--- src/rtl/led_display_pkg.sv ---
// Shared constants, fetch FSM state type and the RGB565 expansion helper for the LED panel datapath.
// The ram_addr width follows DOUBLE_BUFFER_EN: with the macro a frame-select bit is prepended.
package led_display_pkg;
  localparam int COLUMNS         = 64;
  localparam int COL_BITS        = 6;
  localparam int ROW_BITS        = 4;
  localparam int BRIGHTNESS_BITS = 6;
  localparam int LB_DEPTH        = 2 * COLUMNS;
  localparam int R_LSB           = 11;
  localparam int G_LSB           = 5;
  localparam int B_LSB           = 0;
`ifdef DOUBLE_BUFFER_EN
  localparam int RAM_AW          = 12;
`else
  localparam int RAM_AW          = 11;
`endif

  typedef enum logic [1:0] {IDLE, FILL, DRAIN} fetch_state_e;

  typedef struct packed {
    logic [5:0] r;
    logic [5:0] g;
    logic [5:0] b;
  } rgb666_t;

  // 5-bit channels replicate their MSB into the new LSB
  function automatic rgb666_t rgb565_to_rgb666(input logic [15:0] w);
    rgb666_t c;
    c.r = {w[R_LSB+:5], w[R_LSB+4]};
    c.g = w[G_LSB+:6];
    c.b = {w[B_LSB+:5], w[B_LSB+4]};
    return c;
  endfunction
endpackage

--- src/rtl/line_buffer_pingpong.sv ---
// Two 128x16 line banks: one write port, one read port returning the top and bottom words of a column.
module line_buffer_pingpong
  import led_display_pkg::*;
(
  input  logic                clk_in,
  input  logic                i_we,
  input  logic                i_wbank,
  input  logic [COL_BITS:0]   i_waddr,
  input  logic [15:0]         i_wdata,
  input  logic                i_rbank,
  input  logic [COL_BITS-1:0] i_rcol,
  output logic [15:0]         o_top,
  output logic [15:0]         o_bottom
);
  logic [15:0] r_mem [2][LB_DEPTH];

  always_ff @(posedge clk_in)
    if (i_we) r_mem[i_wbank][i_waddr] <= i_wdata;

  assign o_top    = r_mem[i_rbank][{1'b0, i_rcol}];
  assign o_bottom = r_mem[i_rbank][{1'b1, i_rcol}];
endmodule

--- src/rtl/framebuffer_fetch.sv ---
// Prefetches row-pairs from framebuffer RAM into a ping-pong line buffer and serves bit-plane pixels.
// Optional DOUBLE_BUFFER_EN adds frame_swap_req/frame_sel and a frame bit on ram_addr.
module framebuffer_fetch
  import led_display_pkg::*;
#(
  parameter int RAM_LATENCY = 1
) (
  input  logic                       clk_in,
  input  logic                       reset,
  input  logic [ROW_BITS-1:0]        row_address,
  input  logic [COL_BITS-1:0]        column_address,
  input  logic [BRIGHTNESS_BITS-1:0] brightness_mask,
  input  logic                       pixel_load_en,
`ifdef DOUBLE_BUFFER_EN
  input  logic                       frame_swap_req,
  output logic                       frame_sel,
`endif
  output logic [RAM_AW-1:0]          ram_addr,
  output logic                       ram_rd_en,
  input  logic [15:0]                ram_data,
  output logic [2:0]                 rgb_top,
  output logic [2:0]                 rgb_bottom,
  output logic                       fetch_busy,
  output logic                       underrun
);
  localparam int DCW = (RAM_LATENCY > 1) ? $clog2(RAM_LATENCY) : 1;

  fetch_state_e r_state, w_next;
  logic [COL_BITS:0]   r_cnt;
  logic [DCW-1:0]      r_dcnt;
  logic                r_tgt_bank, r_req, r_req_bank, r_active, r_underrun;
  logic [ROW_BITS-1:0] r_tgt_row, r_req_row, r_row_prev;
  logic [1:0]          r_valid;
  logic [2:0]          r_rgb_top, r_rgb_bot;
  logic [RAM_LATENCY-1:0]             r_pv;
  logic [RAM_LATENCY-1:0][COL_BITS+1:0] r_pa;
  logic        w_drain_end, w_done, w_abort, w_row_chg, w_new_vld;
  logic [15:0] w_lb_top, w_lb_bot;
  rgb666_t     w_top, w_bot;

  assign w_drain_end = (r_state == DRAIN) && (r_dcnt == DCW'(RAM_LATENCY - 1));
  assign w_done      = w_drain_end && !r_req;
  assign w_abort     = r_req && (r_state != IDLE);
  assign w_row_chg   = row_address != r_row_prev;
  // a fetch finishing on the swap edge still counts for the newly active bank
  assign w_new_vld   = r_valid[~r_active] | (w_done && (r_tgt_bank == ~r_active));

  always_ff @(posedge clk_in)
    if (reset) r_state <= IDLE;
    else       r_state <= w_next;

  always_comb begin
    w_next = r_state;
    case (r_state)
      IDLE:    if (r_req) w_next = FILL;
      FILL:    if (r_req) w_next = FILL;
               else if (r_cnt == '1) w_next = DRAIN;
      DRAIN:   if (r_req) w_next = FILL;
               else if (w_drain_end) w_next = IDLE;
      default: w_next = IDLE;
    endcase
  end

  always_comb begin
    ram_rd_en  = (r_state == FILL) && !reset;
    fetch_busy = (r_state != IDLE) && !reset;
  end

  always_ff @(posedge clk_in) begin
    if (reset) begin
      r_cnt <= '0; r_dcnt <= '0; r_tgt_bank <= 1'b0; r_tgt_row <= '0;
    end else begin
      if (r_req) begin
        r_cnt <= '0; r_tgt_bank <= r_req_bank; r_tgt_row <= r_req_row;
      end else if (r_state == FILL) r_cnt <= r_cnt + 1'b1;
      r_dcnt <= (r_state == DRAIN && !r_req) ? r_dcnt + 1'b1 : '0;
    end
  end

  // Return-data address pipe; an abort flushes reads still in flight
  always_ff @(posedge clk_in) begin
    if (reset || w_abort) begin
      r_pv <= '0; r_pa <= '0;
    end else begin
      for (int i = RAM_LATENCY - 1; i > 0; i--) begin
        r_pv[i] <= r_pv[i-1]; r_pa[i] <= r_pa[i-1];
      end
      r_pv[0] <= ram_rd_en;
      r_pa[0] <= {r_tgt_bank, r_cnt};
    end
  end

  // Bank bookkeeping: a row change always restarts the engine; idle fills the active bank first
  always_ff @(posedge clk_in) begin
    if (reset) begin
      r_active <= 1'b0; r_valid <= '0; r_row_prev <= row_address; r_underrun <= 1'b0;
      r_req <= 1'b0; r_req_bank <= 1'b0; r_req_row <= '0;
    end else begin
      if (w_done) r_valid[r_tgt_bank] <= 1'b1;
      if (w_row_chg) begin
        r_active          <= ~r_active;
        r_row_prev        <= row_address;
        r_valid[r_active] <= 1'b0;
        r_req             <= 1'b1;
        if (w_new_vld) begin
          r_req_bank <= r_active;  r_req_row <= row_address + 1'b1;
        end else begin
          r_underrun <= 1'b1;
          r_req_bank <= ~r_active; r_req_row <= row_address;
        end
      end else if (r_req) begin
        r_req <= 1'b0;
      end else if (r_state == IDLE && !r_valid[r_active]) begin
        r_req <= 1'b1; r_req_bank <= r_active;  r_req_row <= r_row_prev;
      end else if (r_state == IDLE && !r_valid[~r_active]) begin
        r_req <= 1'b1; r_req_bank <= ~r_active; r_req_row <= r_row_prev + 1'b1;
      end
    end
  end

`ifdef DOUBLE_BUFFER_EN
  logic r_frame, r_swap_pend;
  always_ff @(posedge clk_in) begin
    if (reset) begin
      r_frame <= 1'b0; r_swap_pend <= 1'b0;
    end else if (r_swap_pend && w_row_chg && row_address == '0) begin
      r_frame <= ~r_frame; r_swap_pend <= 1'b0;
    end else if (frame_swap_req) r_swap_pend <= 1'b1;
  end
  assign frame_sel = r_frame;
  assign ram_addr  = {r_frame, r_cnt[COL_BITS], r_tgt_row, r_cnt[COL_BITS-1:0]};
`else
  assign ram_addr  = {r_cnt[COL_BITS], r_tgt_row, r_cnt[COL_BITS-1:0]};
`endif

  line_buffer_pingpong u_lb (
    .clk_in   (clk_in),
    .i_we     (r_pv[RAM_LATENCY-1] && !r_req),
    .i_wbank  (r_pa[RAM_LATENCY-1][COL_BITS+1]),
    .i_waddr  (r_pa[RAM_LATENCY-1][COL_BITS:0]),
    .i_wdata  (ram_data),
    .i_rbank  (r_active),
    .i_rcol   (column_address),
    .o_top    (w_lb_top),
    .o_bottom (w_lb_bot)
  );

  assign w_top = rgb565_to_rgb666(w_lb_top);
  assign w_bot = rgb565_to_rgb666(w_lb_bot);

  always_ff @(posedge clk_in) begin
    if (reset) begin
      r_rgb_top <= '0; r_rgb_bot <= '0;
    end else if (pixel_load_en) begin
      if (r_valid[r_active]) begin
        r_rgb_top <= {|(w_top.r & brightness_mask), |(w_top.g & brightness_mask), |(w_top.b & brightness_mask)};
        r_rgb_bot <= {|(w_bot.r & brightness_mask), |(w_bot.g & brightness_mask), |(w_bot.b & brightness_mask)};
      end else begin
        r_rgb_top <= '0; r_rgb_bot <= '0;
      end
    end
  end

  assign rgb_top    = r_rgb_top;
  assign rgb_bottom = r_rgb_bot;
  assign underrun   = r_underrun;
endmodule

--- config.mk ---
export PLATFORM = sky130hd
export DESIGN_NAME = framebuffer_fetch
export DESIGN_NICKNAME = d
export VERILOG_FILES = /design/src/rtl/led_display_pkg.sv /design/src/rtl/line_buffer_pingpong.sv /design/src/rtl/framebuffer_fetch.sv
export SDC_FILE = /design/constraint.sdc
export NUM_CORES = 2
export LEC_CHECK = 0
export ABC_AREA = 1
export CORE_MARGIN = 1
export CORE_UTILIZATION = 48
export CTS_CLUSTER_SIZE = 8
export DETAILED_ROUTE_END_ITERATION = 8
export PLACE_DENSITY = 0.68
export REMOVE_ABC_BUFFERS = 1
export SLEW_MARGIN = 20
export SYNTH_ARGS = -nofsm -noshare
export SYNTH_HDL_FRONTEND = slang
export SYNTH_SLANG_ARGS = --single-unit
export TNS_END_PERCENT = 1
--- constraint.sdc ---
create_clock -name clk_in -period 2.9 [get_ports clk_in]
set_clock_uncertainty 0.15 [all_clocks]
set_input_delay 0.29 -clock clk_in [delete_from_list [all_inputs] [get_ports clk_in]]
set_output_delay 0.29 -clock clk_in [all_outputs]
set_load 0.005 [all_outputs]
==> results.json <==
{
  "cts_num_sinks": 4141,
  "grt_start_max_net_pins": 124,
  "register_area_um2": 124000,
  "ys_types": 31,
  "setup_viol": 5,
  "hold_end": "u_lb.r_mem[1][341]$_DFFE_PP_",
  "initial_core_util_pct": 48.3,
  "synthArstFlopShare_pct": 0,
  "worst_skew_pair.late_latency_ns": 1.04,
  "grt_setup_unrepaired": "true",
  "die_height_um": 592,
  "final_nets": 14811,
  "holdCritPathClass": "in -> reg",
  "worst_pin_slew_ns": 1.10,
  "synth_top_cell_by_area": "sky130_fd_sc_hd__edfxtp_1",
  "detail_route.vias_per_cell": 5.99,
  "synth_seq_area_share_pct": 74.2,
  "fmax_mhz": 334,
  "ctsRootBufferMaster": "sky130_fd_sc_hd__clkbuf_16",
  "fin_util_pct": 58.7,
  "grt_antenna_before_repair": 12,
  "dieWidth_um": 592,
  "avgRoutedWirePerCell_um": 26.2,
  "crit_path_max_incr_delay_ns": 0.38,
  "cts_made_buffers": 588,
  "full_die_area_um2": 350000,
  "cell_area_after_layout_um2": 203000,
  "data_arrival_time_of_the_worst_path_ns": 3.78,
  "synthesis.yosys.warnings": 0,
  "post_synth_inst_count": 13887,
  "time_the_worst_path_needs_with_i_o_delays_and_setup_ns": 3.00,
  "post_synth_main_area_contributors": "sky130_fd_sc_hd__edfxtp_1 74%, sky130_fd_sc_hd__nand3_1 12%, sky130_fd_sc_hd__nand2_1 9.6%",
  "run_status": "finished, violations left",
  "layout_fillers": 26123,
  "report.final.hold_viol_count": 0,
  "syn-cell-area_um2": 167000,
  "synth_enable_flop_cells": 4100,
  "end_kind": "register",
  "clock_tree.htree_level_count": 6,
  "holdCritStartpoint": "ram_data[5]",
  "critical_path.max_fanout": 26,
  "dp.final_hpwl_um": 302000,
  "critical_path.cell_chain": "buf_12 > buf_16 > buf_16 > buf_8 > nand2_1 > nand3_1 > nand3_1 > nand3_1 > nand3_1 > nand3_4 > nand3_2 > buf_4 > nand2_1 > nand2_1 > nand2_1 > o21ai_1 > a21oi_1",
  "violations": "setup timing",
  "cap_violations": 0,
  "hold_depth": 2,
  "power_density_nw_per_um2": 689,
  "synth-seq-cells": 4141,
  "setup-tns-final_ns": -0.271,
  "timing.reg2reg.worst_path_depth": 17,
  "grt.overflow.total": 0,
  "critPathKind": "reg -> reg",
  "core.rowCount": 216,
  "core-area_um2": 346000,
  "number_of_buffers_on_the_longest_clock_path": 4,
  "maximum_vdd_drop_mv": 0.639,
  "multi_input_area_um2": 41700,
  "layout-drive-gt1-share_pct": 16.4,
  "worst_path_max_delay_cell": "sky130_fd_sc_hd__dfxtp_4",
  "tritoncts": "yes",
  "reg2reg_to": "rgb_top[2]$_SDFFE_PP0P_",
  "synthTopCellsByCount": "4264 x sky130_fd_sc_hd__nand2_1, 4100 x sky130_fd_sc_hd__edfxtp_1, 4042 x sky130_fd_sc_hd__nand3_1",
  "synth_most_common_cell": "sky130_fd_sc_hd__nand2_1",
  "portBuffers": 54,
  "layout_worst_path_cycle_share_pct": 103,
  "groute.usage.overall_pct": 28.2,
  "start_kind": "register",
  "post_synth.cell_area_avg_um2": 12.0,
  "crit_required_ns": 3.69,
  "maxSlewViolCount": 0,
  "detailedRoute.firstPassIterationCount": 6,
  "postRouteWirelength_um": 510000,
  "detail_route.iter0.violations": 16613,
  "detail_route.drc_violations": 0,
  "drt.antenna.violating_nets": 0,
  "timing.slew.headroom_pct": 26.5,
  "clk_transition_reported_paths_ns": 0.05,
  "grt_pass1_vias": 111010,
  "rrSetupSlack_ns": -0.1,
  "synth-main-ff-cell": "sky130_fd_sc_hd__edfxtp_1",
  "yosysTopAreaCellShare_pct": 73.7,
  "grt_pass1_wl_um": 733000,
  "postLayoutSetupSlackWorst_ns": -0.0976,
  "finalWeightedCongestion": 0.945,
  "detailed_place.area_um2": 181000,
  "layout-area-overhead-vs-synth_pct": 21.6,
  "leakagePower_nw": 72.6,
  "io_pins": 55,
  "vias_post_dr": 116707
}
## critical path, delay by kind of cell, from the launching register on
family | cells | cell delay, ns
buffers and inverters | 5 | 0.95
flip-flops | 1 | 0.38
AO/OA/AOI/OAI | 2 | 0.22
AND/OR/NAND/NOR | 10 | 1.17
## how the worst max path moves through the flow
stage | startpoint | end | depth (start not counted)
2_1_floorplan | register | rgb_bottom[1]$_SDFFE_PP0P_ | 15
3_3_place_gp | register | rgb_top[1]$_SDFFE_PP0P_ | 18
3_5_place_dp | register | rgb_bottom[1]$_SDFFE_PP0P_ | 18
4_1_cts | register | rgb_bottom[1]$_SDFFE_PP0P_ | 19
5_1_grt | register | rgb_top[1]$_SDFFE_PP0P_ | 20
6_report | register | rgb_top[2]$_SDFFE_PP0P_ | 17
## power breakdown
part	total, W	internal [W]	switching, W
registers	0.0660	0.0659	0.0000257
logic	0.0129	0.00428	0.00859
clock network	0.0611	0.0365	0.0246
total	0.140	0.107	0.0332
## state kept, by name (all words and copies together), names as in the netlist, named ones only
register / count
u_lb.r_mem: 4096
r_req_bank: 1
underrun: 1
r_dcnt: 1
r_cnt: 7
r_state: 2
rgb_bottom: 3
r_pv: 1
r_pa: 8
rgb_top: 3
r_tgt_row: 4
r_row_prev: 4
r_req: 1
r_valid: 2
r_req_row: 4
r_tgt_bank: 1
r_active: 1
## cells in the final DEF, fill, tap and decap left out, drive strengths merged, types with 24 or more instances in the layout
| cell | n |
|---|---|
| clkbuf | 665 |
| nand2 | 4264 |
| dlygate4sd3 | 24 |
| nor2 | 199 |
| nor3 | 131 |
| o21ai | 34 |
| nand3 | 4042 |
| edfxtp | 4100 |
| a21oi | 33 |
| buf | 1145 |
| clkinv | 33 |
| dfxtp | 41 |
| inv | 94 |
| clkdlybuf4s50 | 32 |
## layout make-up
type                    instances  share of cell area (%)
diodes                         15                  0.0185
clock buffers                 638                    7.39
clock inverters                54                   0.486
inverters                      73                   0.169
multi-input cells            8725                    20.5
flip-flops and latches       4141                    61.0
well taps                    4578                    2.82
repair buffers               1242                    7.57
repair inverters                2                  0.0197
## layer usage
layer | vias up | wire (µm) | GRT usage (%)
met2 | 7341 | 233000 | 43.0
met5 | - | 20 | 0
met4 | 4 | 26600 | 14.6
met1 | 56861 | 191000 | 38.4
li1 | 51334 | - | -
met3 | 1167 | 59100 | 5.62
## logic make-up after synthesis
family                   share of synthesized area [%]
adder cells (fa/ha/maj)                         0.0225
AO/OA/AOI/OAI                                    0.234
XOR/XNOR                                        0.0210
flip-flops                                        74.2
AND/OR/NAND/NOR                                   22.6
buffers and inverters                             2.97
## stage by stage
stage / hold WS [ns] / cells / power (W) / worst slack (ns)
2_1_floorplan: 0.209 / 12939 / 0.0727 / -135.22
3_3_place_gp: 0.290 / 18631 / 0.0779 / -0.411
3_5_place_dp: 0.294 / 18632 / 0.0780 / -0.427
4_1_cts: 0.0515 / 19396 / 0.139 / -0.0573
5_1_grt: 0.0986 / 19466 / 0.143 / -0.132
6_report: 0.108 / 19468 / 0.140 / -0.0976
## repair_timing
item | 4_1_cts | 5_1_grt
buffers inserted | 25 | 28
pin swaps | 7 | 73
gates resized for setup | 199 | 504
endpoints found under the hold margin | 4051 | 0
cloned | 23 | 32
endpoints found under the setup margin | 8 | 7
hold buffers | 24 | 0
Note: power is estimated with default switching activity, not from simulation.
